<file path="src/rtl/fifo_request_arbiter_pkg.sv">
// ============================================================================
// Module      : fifo_request_arbiter_pkg
// Description : Shared state encoding for the FIFO request arbiter.
// Revision    : 1.0 - initial release
// ============================================================================
`default_nettype none

package fifo_request_arbiter_pkg;

    localparam int ARB_STATE_WIDTH_IN_BITS = 2;

    typedef enum logic [ARB_STATE_WIDTH_IN_BITS-1:0] {
        ARB_STATE_IDLE  = 2'd0,
        ARB_STATE_ISSUE = 2'd1,
        ARB_STATE_ACK   = 2'd2
    } arb_state_t;

endpackage

`default_nettype wire

</file>
<file path="src/rtl/fifo_request_arbiter_rr_priority_picker.sv">
// ============================================================================
// Module      : rr_priority_picker
// Description : Combinational round-robin picker; search starts after last_winner.
// Revision    : 1.0 - initial release
// ============================================================================
`default_nettype none

module rr_priority_picker #(
    parameter int NUM_REQUESTER               = 4,
    parameter int REQUESTER_PTR_WIDTH_IN_BITS = 2
) (
    input  logic [NUM_REQUESTER-1:0]               eligible,
    input  logic [REQUESTER_PTR_WIDTH_IN_BITS-1:0] last_winner,
    output logic [REQUESTER_PTR_WIDTH_IN_BITS-1:0] winner,
    output logic                                   any_eligible
);

    localparam int DOUBLE_WIDTH = 2 * NUM_REQUESTER;
    localparam int POS_WIDTH    = REQUESTER_PTR_WIDTH_IN_BITS + 1;
    localparam logic [POS_WIDTH-1:0] NUM_EXT = POS_WIDTH'(NUM_REQUESTER);

    logic [DOUBLE_WIDTH-1:0] doubled;
    logic [DOUBLE_WIDTH-1:0] masked;
    logic [POS_WIDTH-1:0]    pos;

    // Bits at or below last_winner in the low copy are masked out, so the
    // lowest surviving bit is the next requester in rotation order and the
    // upper copy supplies the wrap-around, with last_winner itself checked last.
    always_comb begin
        doubled = {eligible, eligible};
        masked  = '0;
        for (int j = 0; j < DOUBLE_WIDTH; j++) begin
            masked[j] = doubled[j] & (j > int'(last_winner));
        end
        pos = '0;
        for (int j = DOUBLE_WIDTH - 1; j >= 0; j--) begin
            if (masked[j]) begin
                pos = POS_WIDTH'(j);
            end
        end
        if (pos >= NUM_EXT) begin
            winner = REQUESTER_PTR_WIDTH_IN_BITS'(pos - NUM_EXT);
        end else begin
            winner = REQUESTER_PTR_WIDTH_IN_BITS'(pos);
        end
        any_eligible = |eligible;
    end

endmodule

`default_nettype wire

</file>
<file path="src/rtl/fifo_request_arbiter.sv">
// ============================================================================
// Module      : fifo_request_arbiter
// Description : Round-robin sharing of one FIFO write port among N requesters.
// Revision    : 1.0 - initial release
// ============================================================================
`default_nettype none

module fifo_request_arbiter
    import fifo_request_arbiter_pkg::*;
#(
    parameter int NUM_REQUESTER               = 4,
    parameter int REQUESTER_PTR_WIDTH_IN_BITS = 2,
    parameter int SINGLE_ENTRY_WIDTH_IN_BITS  = 64
) (
    input  logic                                                clk_in,
    input  logic                                                reset_in,
    input  logic [NUM_REQUESTER*SINGLE_ENTRY_WIDTH_IN_BITS-1:0] request_packed_in,
    input  logic [NUM_REQUESTER-1:0]                            request_valid_packed_in,
    input  logic [NUM_REQUESTER-1:0]                            request_mask_in,
    output logic [NUM_REQUESTER-1:0]                            issue_ack_packed_out,
    output logic [SINGLE_ENTRY_WIDTH_IN_BITS-1:0]               request_out,
    output logic                                                request_valid_out,
    input  logic                                                issue_ack_in,
    output logic [REQUESTER_PTR_WIDTH_IN_BITS-1:0]              grant_index_out,
    output logic                                                busy_out
);

    localparam logic [NUM_REQUESTER-1:0] ONE_HOT_BASE = {{(NUM_REQUESTER-1){1'b0}}, 1'b1};
    localparam logic [REQUESTER_PTR_WIDTH_IN_BITS-1:0] LAST_INDEX =
        REQUESTER_PTR_WIDTH_IN_BITS'(NUM_REQUESTER - 1);

    arb_state_t                               state;
    logic [REQUESTER_PTR_WIDTH_IN_BITS-1:0]   last_winner;
    logic [REQUESTER_PTR_WIDTH_IN_BITS-1:0]   winner;
    logic                                     any_eligible;
    logic [NUM_REQUESTER-1:0]                 eligible;
    logic [SINGLE_ENTRY_WIDTH_IN_BITS-1:0]    winner_payload;

    assign eligible       = request_valid_packed_in & request_mask_in;
    assign winner_payload = request_packed_in[int'(winner)*SINGLE_ENTRY_WIDTH_IN_BITS +: SINGLE_ENTRY_WIDTH_IN_BITS];
    assign busy_out       = (state != ARB_STATE_IDLE);

    rr_priority_picker #(
        .NUM_REQUESTER               (NUM_REQUESTER),
        .REQUESTER_PTR_WIDTH_IN_BITS (REQUESTER_PTR_WIDTH_IN_BITS)
    ) u_picker (
        .eligible     (eligible),
        .last_winner  (last_winner),
        .winner       (winner),
        .any_eligible (any_eligible)
    );

    always_ff @(posedge clk_in or negedge reset_in) begin
        if (!reset_in) begin
            state                <= ARB_STATE_IDLE;
            request_out          <= '0;
            request_valid_out    <= 1'b0;
            issue_ack_packed_out <= '0;
            grant_index_out      <= '0;
            last_winner          <= LAST_INDEX;
        end else begin
            case (state)
                ARB_STATE_IDLE: begin
                    issue_ack_packed_out <= '0;
                    if (any_eligible) begin
                        grant_index_out   <= winner;
                        request_out       <= winner_payload;
                        request_valid_out <= 1'b1;
                        state             <= ARB_STATE_ISSUE;
                    end else begin
                        request_out       <= '0;
                        request_valid_out <= 1'b0;
                    end
                end
                // Grant is committed here: requester valid/mask are not consulted.
                ARB_STATE_ISSUE: begin
                    if (issue_ack_in) begin
                        request_valid_out    <= 1'b0;
                        request_out          <= '0;
                        issue_ack_packed_out <= ONE_HOT_BASE << grant_index_out;
                        last_winner          <= grant_index_out;
                        state                <= ARB_STATE_ACK;
                    end
                end
                ARB_STATE_ACK: begin
                    issue_ack_packed_out <= '0;
                    state                <= ARB_STATE_IDLE;
                end
                default: begin
                    issue_ack_packed_out <= '0;
                    request_valid_out    <= 1'b0;
                    request_out          <= '0;
                    state                <= ARB_STATE_IDLE;
                end
            endcase
        end
    end

endmodule

`default_nettype wire

</file>
<file path="config.mk">
export PLATFORM = sky130hd
export DESIGN_NAME = fifo_request_arbiter
export DESIGN_NICKNAME = d
export VERILOG_FILES = /design/src/rtl/fifo_request_arbiter_pkg.sv /design/src/rtl/fifo_request_arbiter_rr_priority_picker.sv /design/src/rtl/fifo_request_arbiter.sv
export SDC_FILE = /design/constraint.sdc
export NUM_CORES = 1
export LEC_CHECK = 0
export CAP_MARGIN = 20
export CORE_AREA = 2 2 132 134
export CTS_CLUSTER_SIZE = 24
export DETAILED_ROUTE_END_ITERATION = 7
export DIE_AREA = 0 0 134 136
export PLACE_DENSITY = 0.79
export SETUP_SLACK_MARGIN = 0.05
export SLEW_MARGIN = 5
export SYNTH_ARGS = -nofsm -noshare
export SYNTH_HDL_FRONTEND = slang
export SYNTH_HIERARCHICAL = 1
export SYNTH_SLANG_ARGS = --single-unit
</file>
<file path="constraint.sdc">
create_clock -name clk_in -period 1.94 [get_ports clk_in]
set_input_delay 0.582 -clock clk_in [delete_from_list [all_inputs] [get_ports clk_in]]
set_output_delay 0.582 -clock clk_in [all_outputs]
set_load 0.01 [all_outputs]
</file>
==> results.txt, run 1 <==
Net count after synthesis: 683. For the global-route wire length before repair, the log shows 28000 um. The share of layout cells above drive strength 1 is 0.258, and the filler cell count in the final layout is 1312.

The clock passes through at most 2 buffers. The required time of the worst setup path came out at 2.16 ns. The tool flagged a number of max-cap violations equal to 0.

The die covers 18200 um^2. Critical path endpoint category: a flip-flop. The post-synthesis average cell area works out to 11.0 um^2. After detailed placement, the total cell area comes to 8570 um^2. For the final database, setup skew stands at 0.00759 ns.

The run gives 0.412 as the sequential cell area fraction in the yosys report. Entering global routing, the biggest net connects 34 pins. The worst setup path is of the input port to flip-flop kind. The smallest clock period supported by the final layout is computed as 2.26 ns. In the final design database the tool counted 1081 nets. The Yosys step of the flow raised 6 warnings. The distinct cell type count after synthesis came out at 28.

The most numerous cell type found on the critical path is buf_6. The tools report the final number of setup-violating endpoints as 66. For the initial antenna violation count, the log shows 0. In this run the worst path has a maximum fanout of 7. STA classifies the critical path startpoint as an input port. In this run the cell area of the synthesized design comes to 4560 um^2. Ratio of total power to cell area: 1060 nW/um^2. Derived from the worst setup path, the maximum achievable clock frequency is 0.443 GHz. After global routing the overflow that remains totals 0. The proportion of register bits with asynchronous set or reset after synthesis works out to 1.00.

The routed layout has 5225 vias. The clock drives 75 sinks. The via count of the first global-routing pass was 5301; the critical path's largest stage delay was 0.27 ns.

Prior to clock tree synthesis, the placed netlist has a worst setup slack of -0.953 ns. Synthesis produced 416 cells. TritonCTS built the clock tree. The number of clock buffers added by TritonCTS is 9. The highest-delay cell along the critical path was o221ai_4.

In the routed layout, each cell is associated on average with a via count of 5.00. For this block, the routed nets add up to 21300 um of wire. The congestion estimate from routability-driven global placement came to 0.785.

Across all hold checks on the routed design, the worst slack comes to 0.155 ns. The count of TritonRoute iterations in the first routing pass came out at 4. The checks that failed: negative setup slack. Setup repair after global routing could not meet its margin everywhere.

The total count of max-transition violations in the final report came out at 0. Root buffer selected by CTS: clkbuf_16. The maximum vdd ir drop is 0.000523 V, and the total number of placement rows is 48. Starting density of the core: 0.270.

The area share of the largest cell type after synthesis works out to 0.401. The top-level I/O count is 339. The tightest min-delay check is of the input port to asynchronous set/reset pin type.

Cell type with the highest aggregate area in the netlist: dfrtp_1. In this run the remaining antenna-violating nets after routing total 0. By area the synthesized netlist is led by dfrtp_1 40%, mux2i_1 29%, a21o_1 11%. The count of buffering cells on the critical path with inverters included is 4. Total global routing track utilization: 0.197.

The clock insertion delay at the later pin of the skew report was 0.34 ns; the worst-case setup margin in the final layout was -0.320 ns. The finished cells cover 10400 um^2. The floorplan step set the die width to 134 um. The post-CTS clock slew at the launch and capture registers of the worst setup and hold paths is 0.06 ns, and the layout overhead on the synthesized area is 127%. The H-tree depth is 3. Yosys instantiated no cell more often than mux2i_1.

Number of enable-type register cells in the synthesized netlist: 0. Per-cell routed wire length: 20.4 um. Port buffering added 338 buffers. The logs give 0 for the final hold violation count and 13800 um for the final HPWL from detailed placement. In the synthesized netlist the dominant register cell turns out to be dfrtp_1. The count of routing violations after the opening detailed-route iteration came out at 189.

The run finished, with violations left. Traced cell by cell, the critical path runs through dlygate4sd2_1 -> and2_4 -> nor2b_4 -> a21oi_2 -> o221ai_4 -> buf_6 -> clkbuf_16 -> buf_6 -> mux2i_1 -> o22ai_2 -> a21o_1. For the final routed DRC violation total, the log shows 0. The die is 136 um tall. The arrival time reported for the critical path endpoint is 2.48 ns.

In this run, synthesis produced a sequential element count of 75. The number of antenna diodes in the final layout is 0. Ranked by instance count, the synthesized netlist is headed by 130 x mux2i_1, 73 x dfrtp_1, 64 x a21o_1, 64 x o22ai_1, 16 x buf_2. The core area came out at 16900 um^2. The relative max-transition margin was 0.745.

The transition time at the pin with the least slew margin works out to 0.382 ns. The ratio of final minimum period to clock period was 1.16. In this run the static leakage power is 4.80 nW. The cell family with the largest share of critical-path delay is buffers and inverters.
what timing repair did:
action,CTS,global route
setup buffers,16,15
setup endpoints to repair,69,71
endpoints found under the hold margin,0,0
hold buffers,0,0
pin swaps,8,17
cloned,8,12
gates resized for setup,55,132
state kept, by name, summed over array words and instances (netlist names):
register / count
state: 2
grant_index_out: 2
request_valid_out: 1
issue_ack_packed_out: 4
request_out: 64
last_winner: 2
layout by cell type, fill, tap and decap left out, types with 3 or more instances in the layout:
master and count:
buf_6 24, nand3b_1 3, clkbuf_16 19, buf_16 7, clkdlybuf4s15_1 3, dlygate4sd2_1 7, buf_8 5, nand2b_1 7
a21o_1 64, o22ai_1 21, buf_4 21, dfrtp_1 72, mux2i_1 89, inv_1 3, mux2i_4 19, clkinvlp_4 4
clkdlybuf4s50_1 321, clkinv_2 3, o22ai_2 36, dlymetal6s2s_1 5, a21oi_2 3, and2_4 4, a21oi_1 3, nor2_1 5
buf_12 18, mux2i_2 22, o22ai_4 7
where the power goes:
group	leakage, nW	internal, mW	total, mW	switching, mW
combinational	3.69	4.13	6.91	2.78
sequential	0.984	2.18	2.58	0.394
clock	0.123	0.859	1.55	0.693
per-stage QoR:
step | TNS, ns | cells | utilization | power [mW]
CTS | -13.26 | 1022 | 0.557 | 9.95
detailed placement | -56.39 | 982 | 0.508 | 7.66
floorplan | -8.58 | 416 | - | 5.16
finish | -16.16 | 1044 | 0.614 | 11.0
global route | -21.57 | 1044 | 0.614 | 11.5
global placement | -55.06 | 982 | 0.508 | 7.57
path summary, 6_finish.rpt:
path	from	depth (start not counted)	slack, ns	to
setup / recovery	request_valid_packed_in[3]	11	-0.32	request_out[18]
hold / removal	reset_in	1	0.15	request_out[52]
setup reg to reg	last_winner[1]	9	-0.32	request_out[18]
hold reg to reg	request_out[6]	1	0.47	request_out[6]
max in group asynchronous	reset_in	2	1.24	request_out[27]
min in group clk_in	request_out[6]	1	0.47	request_out[6]
worst reg2reg max path: cells and delay by family, from the launching register on:
family                 cells  cell delay, ns
AO/OA/AOI/OAI              4            0.62
buffers and inverters      3            0.51
flip-flops                 1            0.61
multiplexers               1            0.25
AND/OR/NAND/NOR            1            0.15
layer usage:
layer  wire length, um  part of all wire  up-vias  GRT usage
li1                  -                 -     2389          -
met1              8430              0.40     2566      0.225
met4               474             0.022        0     0.0609
met5                 0                 0        -          0
met2             10900              0.51      236      0.356
met3              1470             0.069       34     0.0556
cell type report:
type / instances / area [um^2] / share of cell area
flip-flops and latches: 75 / 1880 / 0.181
clock buffers: 9 / 225 / 0.0217
repair buffers: 423 / 4710 / 0.454
clock inverters: 7 / 45.0 / 0.00434
multi-input cells: 302 / 3220 / 0.310
inverters: 3 / 11.3 / 0.00109
well taps: 225 / 282 / 0.0271
kinds of logic after synthesis:
kind of cell,Yosys count,synth area share
AND/OR/NAND/NOR,29,0.0379
buffers and inverters,40,0.0480
AO/OA/AOI/OAI,139,0.209
multiplexers,133,0.293
flip-flops,75,0.412
Power figures use the tool's default switching activity.
==> run 2, diff against run 1 <==
- CAP_MARGIN: 20 -> default
- MAX_ROUTING_LAYER: default -> met4
==> results.txt, run 2 (synthesized netlist as in run 1, its figures left out) <==
The final critical delay including setup and external delays was 2.26 ns (+0.00517 ns); the total count of max-transition violations in the final report was 0 (unchanged). The number of cell instances on the worst register-to-register path came out at 9 (unchanged). The placed cell area was 8570 um^2 (unchanged); the count of TritonRoute iterations in the first routing pass was 4 (unchanged).

The core area came out at 16900 um^2 (unchanged). The cell count after placement came out at 982 (unchanged). The logs give 0.740 (-0.00498) for the relative max-transition margin and 0.141 (about the same) for the clock network fraction of total power. The per-cell via count in the routed design is 5.02 (+0.34%), and the ratio of total power to cell area is 1060 nW/um^2 (about the same). The post-CTS clock slew at the launch and capture registers of the worst setup and hold paths was 0.06 ns (about the same). The initial antenna violation count was 0 (unchanged).

The worst setup path is launched from an input port. The final cell area excluding filler cells was 10400 um^2 (+0.22%). Die height: 136 um (unchanged). The tools report the combinational cell fraction of total power as 0.626 (about the same).

The final reports fail on negative setup slack. Number of hold buffers added after cts: 0 (unchanged). Critical path endpoint category: a flip-flop. The run gives 339 (unchanged) as the top-level I/O count.

The run finished, with violations left. The logs give 66 (unchanged) for the final number of setup-violating endpoints and 182 (-3.7%) for the count of routing violations after the opening detailed-route iteration. The clock skew is 0.00635 ns (-0.00124 ns), and the number of nets at the end of the flow is 1080 (-0.093%). The top register by number of flip-flops is request_out.

The via count of the first global-routing pass was 5295 (-0.11%); the core occupancy in the finished layout was 0.616 (+0.00133). The required time of the worst setup path was 2.16 ns (about the same). The number of clock sinks was 75 (unchanged); the number of antenna-violating nets in the routed design was 0 (unchanged). Sequential power share: 0.233 (about the same). The count of port buffers added during placement works out to 338 (unchanged).

The transition time at the pin with the least slew margin is 0.389 ns (+0.00748 ns). The per-cell routed wire length was 20.3 um (-0.39%). Root buffer selected by CTS: clkbuf_16. The share of layout cells above drive strength 1 is 0.258 (+0.000315).

The routed wire length was 21200 um (-0.49%); the clock insertion delay at the later pin of the skew report was 0.34 ns (about the same). In the final layout, the registers with the most flip-flops are request_out: 64 flops, issue_ack_packed_out: 4 flops. The tools report the worst-case setup margin in the final layout as -0.325 ns (-0.00517 ns). The logs give 18200 um^2 (unchanged) for the overall die area and 3.88 mW (+0.34%) for the switching power of the nets. For the reported max-cap violation count, the log shows 0 (unchanged).

The layout overhead on the synthesized area works out to 128%. The run gives 2 (unchanged) as the number of buffers between clock root and the deepest sink. Worst hold slack across all endpoints: 0.155 ns (+0.000173 ns). The maximum fanout along the worst path was 5 (-2).

The design internal power is 7.19 mW (+0.20%), and the clock buffer count from CTS is 9 (unchanged). The number of flip-flops in the largest register is 64 (unchanged). The run gives 0.442 GHz (-0.23%) as the upper clock frequency limit. Diode insertion count for antenna repair: 0 (unchanged). The worst setup path category is input port to flip-flop. The logs give 27900 um (-0.15%) for the global-route wire length before repair and 34 (unchanged) for the pin count of the biggest net entering global routing.

The switching share of power works out to 0.350 (about the same). For the H-tree depth, the log shows 3 (unchanged). The number of cells in the finished layout apart from fillers came out at 1043 (-0.096%).

Leaving out fill and tap cells, the most frequent cell in the layout is clkdlybuf4s50_1. The worst min-delay path class is input port to asynchronous set/reset pin. For the total number of placement rows, the log shows 48 (unchanged).

The final hold violation count was 0 (unchanged). The slack of the worst reg-to-reg path was -0.32 ns (about the same). In the layout the commonest cells are 321 x clkdlybuf4s50_1, 83 x mux2i_1, 72 x dfrtp_1, 64 x a21o_1, 28 x o22ai_2. The final HPWL from detailed placement came out at 13800 um (unchanged). The overflow left after global routing is 0 (unchanged).

The ratio of final minimum period to clock period came out at 1.17 (+0.00266). The run gives 5238 (+0.25%) as the via count. The destination of the worst register-to-register timing path is request_out[25].

The horizontal extent of the die came out at 134 um (unchanged). Setup repair after global routing could not meet its margin everywhere. The final routed DRC violation total came out at 0 (unchanged). The arrival time reported for the critical path endpoint was 2.49 ns (about the same).

TritonCTS built the clock tree. The run gives -0.953 ns (unchanged) as the post-placement worst setup slack. For the routability congestion estimate from global placement, the log shows 0.796 (+1.4%).

In this run the critical register-to-register path is launched from last_winner[1]. Maximum vdd ir drop: 0.000543 V (+3.9%). The run gives 0.202 (+0.00548) as the total global routing track utilization. The starting density of the core is 0.270 (unchanged), and the leakage power summed over all cells is 4.78 nW (-0.42%).
-- run 2: cell type report --
| type | instances | area, um^2 |
|---|---|---|
| clock inverter | 7 | 45.0 |
| timing repair buffer | 422 | 4700 |
| fill | 1299 | 6480 |
| multi-input combinational | 302 | 3250 |
| tap | 225 | 282 |
| sequential | 75 | 1880 |
| inverter | 3 | 11.3 |
| clock buffer | 9 | 225 |
-- run 2: critical path: stages --
cell	delay, ns
dlygate4sd2_1	0.23
and2_4	0.18
nor2b_4	0.14
a21oi_4	0.05
o221ai_4	0.27
buf_6	0.19
buf_12	0.15
buf_12	0.13
mux2i_1	0.28
o22ai_2	0.11
a21o_1	0.17
-- run 2: what timing repair did --
action / in CTS / in global routing
setup buffers: 16 / 14
gates cloned: 8 / 12
pin swaps: 8 / 22
gates resized for setup: 55 / 136
setup endpoints to repair: 69 / 71
-- run 2: how the worst max path moves through the flow --
stage / cells past startpoint / slack [ns] / from / endpoint
after floorplan: 10 / -0.14 / request_valid_packed_in[3] / request_out[35]
after detailed placement: 9 / -0.95 / request_mask_in[0] / request_out[48]
after CTS: 8 / -0.27 / last_winner[1] / request_out[58]
final: 11 / -0.32 / request_mask_in[2] / request_out[25]
after global routing: 7 / -0.39 / last_winner[1] / request_out[3]
after global placement: 9 / -0.91 / request_mask_in[0] / request_out[7]
-- run 2: through the flow --
stage	total power [mW]	setup TNS, ns
6_report	11.1	-16.72
5_1_grt	11.6	-21.47
4_1_cts	9.95	-13.26
3_5_place_dp	7.66	-56.39
3_3_place_gp	7.57	-55.06
2_1_floorplan	5.16	-8.58
-- run 2: per-layer routing --
| layer | GRT usage | part of all wire |
|---|---|---|
| met1 | 0.229 | 0.40 |
| met2 | 0.355 | 0.51 |
| met3 | 0.0481 | 0.067 |
| met4 | 0.0626 | 0.027 |
| met5 | - | 0 |
-- run 2: power groups by stage --
stage          combinational (mW)  sequential, mW  clock, mW
3_3_place_gp                 5.02            2.56          0
6_report                     6.93            2.58       1.56
3_5_place_dp                 5.08            2.58          0
5_1_grt                      7.25            2.64       1.66
4_1_cts                      5.78            2.56       1.60
2_1_floorplan                2.33            2.83          0
==> run 3, diff against run 2 <==
- PLACE_DENSITY: 0.79 -> 0.74
==> results.txt, run 3 (synthesized netlist as in run 1, its figures left out) <==
The final critical delay including setup and external delays came out at 2.23 ns (-0.0333 ns). For the count of routing violations after the opening detailed-route iteration, the log shows 120 (-34%). The routed wire length is 20500 um (-3.1%). The required time of the worst setup path is 2.17 ns (about the same), and the post-placement worst setup slack is -0.913 ns (+0.0403 ns).

Clock insertion delay at the later pin of the skew report: 0.34 ns (about the same). The count of port buffers added during placement was 338 (unchanged). The per-cell via count in the routed design was 4.93 (-1.8%).

The diode insertion count for antenna repair was 0 (unchanged). The number of nets at the end of the flow was 1071 (-0.83%). TritonCTS built the clock tree.

The top cell types in the final layout, fill and taps aside, are 324 x clkdlybuf4s50_1, 79 x mux2i_1, 70 x dfrtp_1, 64 x a21o_1, 29 x o22ai_1. The run gives 0 (unchanged) as the reported max-cap violation count. The clock skew is 0.00782 ns (+0.00147 ns).

The count of TritonRoute iterations in the first routing pass is 4 (unchanged), and the maximum fanout along the worst path is 8 (+3). The starting density of the core was 0.270 (unchanged). The run gives -0.292 ns (+0.0333 ns) as the worst-case setup margin in the final layout.

The number of hold buffers added after cts was 0 (unchanged). The per-cell routed wire length was 19.8 um (-2.3%); the horizontal extent of the die was 134 um (unchanged). The logs give 0.448 GHz (+1.5%) for the upper clock frequency limit and 18200 um^2 (unchanged) for the overall die area. The ratio of total power to cell area is 1100 nW/um^2 (+3.0%).

The clock buffer count from CTS was 9 (unchanged); the total global routing track utilization was 0.218 (+0.0159). In the final layout, the registers with the most flip-flops are request_out: 64 flops, issue_ack_packed_out: 4 flops. The tools report the startpoint class of the critical path as a flip-flop. The die height was 136 um (unchanged); the overflow left after global routing was 0 (unchanged).

The final routed DRC violation total came out at 0 (unchanged). The share of layout cells above drive strength 1 was 0.247 (-0.0107). The run gives 0.841 (+5.6%) as the routability congestion estimate from global placement.

The run gives 16900 um^2 (unchanged) as the core area. The total number of placement rows came out at 48 (unchanged). For the global-route wire length before repair, the log shows 29300 um (+4.9%). The area growth from synthesis to layout is 127%. The number of buffers between clock root and the deepest sink was 2 (unchanged); the final number of setup-violating endpoints was 65 (-1.5%).

The worst setup path category was flip-flop to flip-flop. Number of flip-flops in the largest register: 64 (unchanged). Final hold violation count: 0 (unchanged). The min-delay analysis places its worst path in the category input port to asynchronous set/reset pin. The worst setup path is captured at a flip-flop. The tools report the leakage power summed over all cells as 4.72 nW (-1.2%). The root buffer selected by CTS was clkbuf_16.

The final cell area excluding filler cells came out at 10400 um^2 (-0.40%). Leaving out fill and tap cells, the most frequent cell in the layout is clkdlybuf4s50_1. The transition time at the pin with the least slew margin works out to 0.396 ns (+0.00637 ns).

The placed cell area was 8550 um^2 (-0.26%). The checks that failed: negative setup slack. The run gives 3 (unchanged) as the H-tree depth. The slack of the worst reg-to-reg path came out at -0.29 ns (+0.03 ns). The arrival time reported for the critical path endpoint is 2.46 ns (-0.03 ns), and the via count of the first global-routing pass is 5279 (-0.30%). The relative max-transition margin came out at 0.736 (-0.00425).

Ranked by flip-flop count, first place goes to request_out. Maximum vdd ir drop: 0.000540 V (-0.49%). The initial antenna violation count was 0 (unchanged).

The total count of max-transition violations in the final report came out at 0 (unchanged). The run finished, with violations left. The tools report the via count as 5099 (-2.7%). The run gives 0.166 ns (+0.0108 ns) as the worst hold slack across all endpoints.

The final HPWL from detailed placement was 13500 um (-2.0%). The number of clock sinks was 75 (unchanged); the ratio of final minimum period to clock period was 1.15 (-0.0172). Setup repair after global routing could not meet its margin everywhere.

The top-level I/O count is 339 (unchanged), and the final sum of negative setup slack is -14.76 ns (+1.96 ns). The total power draw was 11.3 mW (+2.6%). The tools report the number of antenna-violating nets in the routed design as 0 (unchanged). The post-CTS clock slew at the launch and capture registers of the worst setup and hold paths is 0.06 ns (about the same).

The number of cell instances on the worst register-to-register path was 10 (+1). The pin count of the biggest net entering global routing came out at 38 (+12%).
run 3: worst paths after layout:
| check | from | end |
|---|---|---|
| hold reg to reg | request_out[50] | request_out[50] |
| setup / recovery | last_winner[1] | request_out[49] |
| hold / removal | reset_in | issue_ack_packed_out[2] |
| setup reg to reg | last_winner[1] | request_out[49] |
| min in group clk_in | request_out[50] | request_out[50] |
| max in group asynchronous | reset_in | request_out[58] |
run 3: critical path, cell delays in order (launching register included):
cell      delay [ns]
dfstp_2         0.59
buf_6           0.13
mux2i_4         0.23
o221ai_4        0.12
buf_12          0.16
buf_12          0.13
buf_12          0.15
buf_8           0.14
mux2i_2         0.20
o22ai_2         0.11
a21o_1          0.16
run 3: report_power, final:
| part | internal, mW | leakage [nW] | switching (mW) |
|---|---|---|---|
| clock | 1.29 | 0.169 | 0.657 |
| sequential | 2.19 | 0.981 | 0.386 |
| combinational | 4.08 | 3.57 | 2.74 |
| total | 7.56 | 4.72 | 3.79 |
run 3: area by class of cell:
class	count	area, um^2
Clock buffer	11	243
Clock inverter	5	100
Fill cell	1382	6530
Inverter	3	11.3
Multi-Input combinational cell	301	3230
Sequential cell	75	1880
Tap cell	225	282
Timing Repair Buffer	414	4600
run 3: per-stage QoR:
| stage | util | cells |
|---|---|---|
| detailed placement | 0.507 | 984 |
| global placement | 0.507 | 984 |
| floorplan | - | 416 |
| global route | 0.613 | 1034 |
| finish | 0.613 | 1034 |
| CTS | 0.575 | 1027 |
run 3: layer usage:
layer | vias to the layer above | share of wire | track usage
li1 | 2373 | - | -
met1 | 2456 | 0.38 | 0.254
met2 | 235 | 0.52 | 0.378
met3 | 35 | 0.071 | 0.0429
met4 | 0 | 0.025 | 0.0739
met5 | - | 0 | -
run 3: repair_timing:
action | CTS | global route
cloned | 14 | 2
pin swaps | 21 | 32
buffers inserted | 14 | 8
setup endpoints to repair | 69 | 70
resized for setup | 81 | 125
